$ cat config.mk
export PLATFORM = sky130hd
export DESIGN_NAME = apb4_master
export DESIGN_NICKNAME = d
export VERILOG_FILES = /design/src/rtl/apb4_master_pkg.sv /design/src/rtl/apb4_master_tmo.sv /design/src/rtl/apb4_master.sv
export SDC_FILE = /design/constraint.sdc
export NUM_CORES = 1
export LEC_CHECK = 0
export ABC_AREA = 1
export CAP_MARGIN = 10
export CORE_MARGIN = 4
export CORE_UTILIZATION = 41
export CTS_BUF_LIST = sky130_fd_sc_hd__clkbuf_4
export DETAILED_ROUTE_END_ITERATION = 10
export PLACE_DENSITY = 0.8
export SLEW_MARGIN = 5
export SYNTH_ARGS = -nofsm -noshare
export SYNTH_HDL_FRONTEND = slang
export SYNTH_SLANG_ARGS = --single-unit
$ cat constraint.sdc
create_clock -name clk_i -period 2.75 [get_ports clk_i]
set_input_delay 0.55 -clock clk_i [delete_from_list [all_inputs] [get_ports clk_i]]
set_output_delay 0.55 -clock clk_i [all_outputs]
set_load 0.01 [all_outputs]
$ cat src/rtl/apb4_master_pkg.sv
// Shared definitions for the APB4 requester: FSM state encoding,
// protection field width and the default wait-state timeout.
package apb4_master_pkg;

    typedef enum logic [1:0] {
        IDLE   = 2'd0,
        SETUP  = 2'd1,
        ACCESS = 2'd2,
        RESP   = 2'd3
    } apb_state_t;

    localparam int APB4_PROT_WIDTH = 3;
    localparam int DEFAULT_TIMEOUT = 255;

endpackage

$ cat src/rtl/apb4_master_tmo.sv
// Saturating wait-state counter for the ACCESS phase; 'expired' flags the
// last permitted ACCESS cycle so the FSM can abort a hung slave.
module apb4_master_tmo #(
    parameter int TIMEOUT = 255
) (
    input  logic clk,
    input  logic rst,
    input  logic clr,
    input  logic inc,
    output logic expired
);

    localparam int CNT_W = (TIMEOUT > 0) ? (($clog2(TIMEOUT + 1) > 0) ? $clog2(TIMEOUT + 1) : 1) : 1;
    localparam logic [CNT_W-1:0] LAST = (TIMEOUT > 0) ? CNT_W'(TIMEOUT - 1) : '0;
    localparam logic [CNT_W-1:0] MAX  = '1;

    logic [CNT_W-1:0] cnt;

    always_ff @(posedge clk) begin
        if (rst) begin
            cnt <= '0;
        end else if (clr) begin
            cnt <= '0;
        end else if (inc && (cnt != MAX)) begin
            cnt <= cnt + 1'b1;
        end
    end

    // TIMEOUT of 0 disables the abort entirely; the counter just saturates.
    assign expired = (TIMEOUT != 0) && (cnt == LAST);

endmodule

$ cat src/rtl/apb4_master.sv
// APB4 requester: converts a valid/ready request channel into SETUP/ACCESS
// transfers, one at a time, and returns read data / error on a response channel.
module apb4_master
    import apb4_master_pkg::*;
#(
    parameter int ADDR_WIDTH = 32,
    parameter int DATA_WIDTH = 32,
    parameter int TIMEOUT    = DEFAULT_TIMEOUT
) (
    input  logic                       clk_i,
    input  logic                       rst_i,
    input  logic                       req_valid_i,
    output logic                       req_ready_o,
    input  logic                       req_write_i,
    input  logic [ADDR_WIDTH-1:0]      req_addr_i,
    input  logic [DATA_WIDTH-1:0]      req_wdata_i,
    input  logic [DATA_WIDTH/8-1:0]    req_strb_i,
    input  logic [APB4_PROT_WIDTH-1:0] req_prot_i,
    output logic                       rsp_valid_o,
    input  logic                       rsp_ready_i,
    output logic [DATA_WIDTH-1:0]      rsp_rdata_o,
    output logic                       rsp_err_o,
    output logic                       rsp_timeout_o,
    output logic                       psel_o,
    output logic                       penable_o,
    output logic                       pwrite_o,
    output logic [ADDR_WIDTH-1:0]      paddr_o,
    output logic [DATA_WIDTH-1:0]      pwdata_o,
    output logic [DATA_WIDTH/8-1:0]    pstrb_o,
    output logic [APB4_PROT_WIDTH-1:0] pprot_o,
    input  logic [DATA_WIDTH-1:0]      prdata_i,
    input  logic                       pready_i,
    input  logic                       pslverr_i
);

    apb_state_t state_q;
    apb_state_t state_d;
    logic       accept;
    logic       expired;

    assign accept = (state_q == IDLE) && req_valid_i;

    apb4_master_tmo #(
        .TIMEOUT (TIMEOUT)
    ) u_tmo (
        .clk     (clk_i),
        .rst     (rst_i),
        .clr     (accept),
        .inc     ((state_q == ACCESS) && !pready_i),
        .expired (expired)
    );

    always_comb begin
        state_d     = state_q;
        req_ready_o = 1'b0;
        psel_o      = 1'b0;
        penable_o   = 1'b0;
        rsp_valid_o = 1'b0;
        case (state_q)
            IDLE: begin
                req_ready_o = 1'b1;
                if (req_valid_i) state_d = SETUP;
            end
            SETUP: begin
                psel_o  = 1'b1;
                state_d = ACCESS;
            end
            ACCESS: begin
                psel_o    = 1'b1;
                penable_o = 1'b1;
                if (pready_i || expired) state_d = RESP;
            end
            RESP: begin
                rsp_valid_o = 1'b1;
                if (rsp_ready_i) state_d = IDLE;
            end
            default: state_d = IDLE;
        endcase
    end

    always_ff @(posedge clk_i) begin
        if (rst_i) begin
            state_q       <= IDLE;
            pwrite_o      <= 1'b0;
            paddr_o       <= '0;
            pwdata_o      <= '0;
            pstrb_o       <= '0;
            pprot_o       <= '0;
            rsp_rdata_o   <= '0;
            rsp_err_o     <= 1'b0;
            rsp_timeout_o <= 1'b0;
        end else begin
            state_q <= state_d;
            if (accept) begin
                pwrite_o <= req_write_i;
                paddr_o  <= req_addr_i;
                pwdata_o <= req_wdata_i;
                pprot_o  <= req_prot_i;
                pstrb_o  <= req_write_i ? req_strb_i : '0;
            end
            // pready wins over the abort: a slave answering on the last cycle completes normally.
            if (state_q == ACCESS) begin
                if (pready_i) begin
                    rsp_rdata_o   <= pwrite_o ? '0 : prdata_i;
                    rsp_err_o     <= pslverr_i;
                    rsp_timeout_o <= 1'b0;
                end else if (expired) begin
                    rsp_rdata_o   <= '0;
                    rsp_err_o     <= 1'b1;
                    rsp_timeout_o <= 1'b1;
                end
            end
        end
    end

endmodule

* Word-level counts from Yosys, hierarchy flattened
Index checks and enable logic that the tools add are counted.
** Storage, ports and cells
- Flip-flop bits (word level) :: 116
- Input bits :: 110
- Output and inout port bits :: 110
- Word-level logic and storage cells :: 45
** Operators by class
- Add/subtract/negate cells :: 1
- Equal/unequal tests :: 8
- Mux-type cells :: 15
- Reduce and logical (&&, ||, !) cells :: 11
** Operator list (number)
- 2-to-1 mux 32 bit :: 3
- adder 8 x 1 -> 8 bit (second input constant) :: 1
- equality test 8 bit (second input constant) :: 1
- != test 8 bit (second input constant) :: 1
- case mux 2 bit (4 select lines) :: 1
- 2-to-1 mux 1 bit :: 7
- 2-to-1 mux 2 bit :: 3
- != test 2 bit (second input constant) :: 3
- equality test 2 bit (second input constant) :: 2
- 2-to-1 mux 4 bit :: 1
- OR reduction 2 bit :: 2
- logical AND 1 bit :: 3
- AND reduction 3 bit :: 1
- equality test 2 x 1 -> 1 bit (second input constant) :: 1
- logical NOT 2 bit :: 1
- AND reduction 2 bit :: 1
- nonzero test 2 bit :: 1
- logical NOT 1 bit :: 1
- logical OR 1 bit :: 1

* Depth between registers and ports, before layout
- Word-level depth :: 4
- Mapped depth :: 11

* Cells and area by module
From an unflattened synthesis, not the netlist that was laid out.
** Second synthesis, totals
- Cell total of the unflattened synthesis :: 562
- Area total of the unflattened synthesis :: 4440.5 um^2
** Modules (own cells, without submodules)
- apb4_master :: instances 1, cells an instance 495, area each 3982.6 um^2
- apb4_master_tmo :: instances 1, cells an instance 67, area each 457.9 um^2

* Worst setup path after synthesis
No wires, ideal clock.
- Path kind :: register -> register
- Start :: register state_q[0]
- End :: register rsp_rdata_o[23]
- Setup time :: 0.113 ns
- Data arrival time :: 1.414 ns
- Data required time :: 2.637 ns
- Slack :: 1.223 ns
- Stages on the path, launching flop included :: 8
- Clock period less this slack :: 1.527 ns
- Cell sequence :: dfxtp_1 inv_1 ha_1 clkbuf_1 buf_1 nand3_1 nand2_1 nor2_1
** On the way
- Word-level cells in the longest chain between the ends :: 2
** RTL lines
- start: declaration :: RTL line apb4_master.sv:36 : apb_state_t state_q;
- start signal: assignment :: RTL line apb4_master.sv:93 : state_q <= state_d;
- equality test 2 bit :: RTL line apb4_master.sv:102 : if (state_q == ACCESS) begin
- AND reduction 2 bit (no line)
- end signal: assignment :: RTL line apb4_master.sv:104 : rsp_rdata_o <= pwrite_o ? '0 : prdata_i;
- end: declaration :: RTL line apb4_master.sv:21 : output logic [DATA_WIDTH-1:0] rsp_rdata_o,
Every way passes these cells.
A chain may end at the register's enable or synchronous reset.

* Final worst setup path
- Start :: register state_q[1]
- End :: output port psel_o
** On the way
- Word-level cells in the longest chain between the ends :: 3
- Elaborated cells between the ends (all ways) :: 4
- Those cells by class :: eq/ne (2); mux (1); reduce/logical (1)
** RTL lines
- equality test 2 bit or equality test 2 x 1 -> 1 bit (tied branches) :: RTL line apb4_master.sv:59 : case (state_q)
- OR reduction 2 bit (no line) *
- 2-to-1 mux 1 bit * :: RTL line apb4_master.sv:59
- end: declaration :: RTL line apb4_master.sv:24 : output logic psel_o,
Mark *: on every way between the ends. The rest lies on a longest branch, timed or not.

==> results.ini <==
[sta]
hold_violations = 0
fin_ws_ps = 372
fin_crit_sh_pct = 86.5
rsz0062_at_grt = false
relSlewSlack_pct = 54.5
finClkSkew_ps = 21.2
tightest_slew_ps = 683
max_freq_ghz = 0.421
tns_ps = 0
slew_violations = 0
period_minus_slack_ps = 2380
finalSetupViolCount = 0

[routing]
routed_wl_um = 13900
wire_per_inst_um = 14.0
drc = 0
dr_total_vias = 4764
ant_nets = 0
first_iter_violations = 412
vias_per_cell = 4.81
drt-pass1-iter-count = 4

[hold_path]
hold_path.class = reg2reg

[pwr]
power_frac_seq_pct = 38.5
clock_power_share_pct = 19.4
p_sw_share_pct = 35.9
power.net_switching_mw = 2.19
power.density_nw_per_um2 = 851
p_int_mw = 3.90
max-vdd-ir-drop_mv = 0.605
leakage_nw = 2.82
power_frac_comb_pct = 42.1

[worst_setup_path]
crit_slowest_cell = clkdlybuf4s50_1
r2r_end = paddr_o[8]$_SDFFE_PP0P_
cp-start-kind = flop
critPathKind = reg2out
cp_top_family = buffers and inverters
crit_start = state_q[1]$_SDFFE_PP0P_
cp.depth = 3
regToRegSetupSlack_ps = 970
arrival_ps = 1830
critPathBufInv = 2
required_ps = 2200
r2r-start = state_q[1]$_SDFFE_PP0P_
worst-path-max-fanout = 4
r2r_cells = 6
end_kind = output pin
crit_path_max_incr_delay_ps = 560
path_cells = inv_1, ha_1, clkdlybuf4s50_1
crit_end = psel_o

[clocking]
post_cts_resized = 0
numCtsBuffers = 17
clock_sinks = 116
cts_root_buf = clkbuf_4
cts_tree = yes
cts_buffer_depth = 2
htree_levels = 4
holdBufCountCts = 0
clk_pin_slew_ps = 110
clk_latency_ps = 500
postCtsSetupBuffers = 0

[yosys]
ys.flop_type = dfxtp_1
yosys_warnings = 0
synth_area_leader_cell = dfxtp_1
synth_edf_count = 0
synth_common_cells = nor2_1, dfxtp_1, nand2_1
synthTopCellsByArea = dfxtp_1, nor2_1, nand2_1
async_flop_share_pct = 0
post_synth.cell_area_avg_um2 = 7.34
synth.top_cell.area_share_pct = 49.9
post-synth-top-count-cell = nor2_1
synth-seq-cells = 116
syn_nets = 750
yosysSeqAreaShare_pct = 49.9
syn_area_um2 = 4650
synth.distinct_cells = 21
netlist_instances = 634

[cells_and_area]
fillers = 954
multi_input_area_um2 = 2010
regArea_um2 = 2320
area_delta_synth_final_pct = 53.9
diodes = 0
num-nets-final = 953
drive_above_1_share_pct = 6.71

[outcome]
status = complete, no violations

[floorplanning]
rows = 38
die_w_um = 115
die_h_um = 115
start_util_pct = 42.4
ios = 220
coreArea_um2 = 11000
dieArea_um2 = 13100

[place]
post-place-ws_ps = 672
port_buffers = 219
gp_congestion = 0.798
dpl.hpwl_um = 10200

[global_route]
grt_pass1_wl_um = 22000
grt_antenna_before_repair = 0
grt_pass1_vias = 4768
grtUsageTotal_pct = 20.9
grt_max_degree = 70
grt-ovfl-total = 0

[flow_run]
cap_violations = 0

## stage by stage
stage                     hold WS, ps  instances  utilization (%)  power (mW)  instance area (um2)
after floorplan                   466        634                -        3.65                 4650
after detailed placement          442        958             62.7        4.97                 6890
after global routing              495        990             65.2        6.54                 7160
after global placement            438        958             62.7        4.89                 6890
after CTS                         458        990             65.2        6.17                 7160
final                             454        990             65.2        6.09                 7160
## cell type report
| cell class | instances | share of cell area, % |
|---|---|---|
| clock inverters | 15 | 1.96 |
| clock buffers | 17 | 1.78 |
| flip-flops and latches | 116 | 32.4 |
| well taps | 140 | 2.45 |
| multi-input cells | 450 | 28.1 |
| repair buffers | 226 | 31.9 |
| inverters | 26 | 1.36 |
## cell usage in the layout, fill, tap and decap left out, types with 4 or more instances in the layout
cell type	count
a21oi_1	32
a21oi_2	10
buf_4	4
clkbuf_4	17
clkdlybuf4s50_1	219
clkinv_2	4
dfxtp_1	116
ha_1	5
inv_1	23
nand2_1	102
nand3_1	39
nor2_1	175
nor2_2	4
o21ai_0	74
## power by group through the flow
stage	Sequential, mW	Combinational (mW)	Clock, mW
final	2.34	2.57	1.18
after global routing	2.39	2.84	1.31
after CTS	2.35	2.60	1.22
after detailed placement	2.38	2.59	0
after global placement	2.36	2.53	0
after floorplan	2.55	1.10	0
## flip-flops by register name (all words and copies together), names as in the netlist
| register | cells |
|---|---|
| paddr_o | 32 |
| pprot_o | 3 |
| pstrb_o | 4 |
| pwdata_o | 32 |
| pwrite_o | 1 |
| rsp_err_o | 1 |
| rsp_rdata_o | 32 |
| rsp_timeout_o | 1 |
| state_q | 2 |
| u_tmo.cnt | 8 |
## logic make-up (layout without fill, tap and decap cells)
| logic type | Yosys count | count (layout) | share of synthesized area (%) |
|---|---|---|---|
| and+or+nand+nor | 324 | 324 | 27.5 |
| AOI/OAI and AO/OA | 117 | 117 | 13.4 |
| DFF | 116 | 116 | 49.9 |
| buffers and inverters | 68 | 284 | 6.96 |
| adders and majority gates | 6 | 6 | 1.61 |
| xor gates and xnor gates | 3 | 3 | 0.565 |
## worst min-delay path by stage
stage	from	to	slack, ps	cells past startpoint
detailed placement	rsp_err_o$_SDFFE_PP0P_	rsp_err_o$_SDFFE_PP0P_	440	2
finish	rsp_err_o$_SDFFE_PP0P_	rsp_err_o$_SDFFE_PP0P_	450	2
global placement	rsp_err_o$_SDFFE_PP0P_	rsp_err_o$_SDFFE_PP0P_	440	2
CTS	rsp_err_o$_SDFFE_PP0P_	rsp_err_o$_SDFFE_PP0P_	460	2
floorplan	state_q[1]$_SDFFE_PP0P_	state_q[1]$_SDFFE_PP0P_	470	2
global route	rsp_err_o$_SDFFE_PP0P_	rsp_err_o$_SDFFE_PP0P_	500	2
## per-layer routing
layer | vias to the layer above | wire length [um] | track usage (%)
met5 | - | 0 | 0
met4 | 0 | 132 | 6.81
met3 | 11 | 1810 | 12.2
met2 | 172 | 6630 | 35.0
met1 | 2153 | 5290 | 21.9
li1 | 2428 | - | -
## worst min-delay path, delay by kind of cell (launching register included)
family	cells	cell delay, ps
flip-flops	1	320
AO/OA/AOI/OAI	1	50
buffers and inverters	1	50
Note: power is estimated with default switching activity, not from simulation.
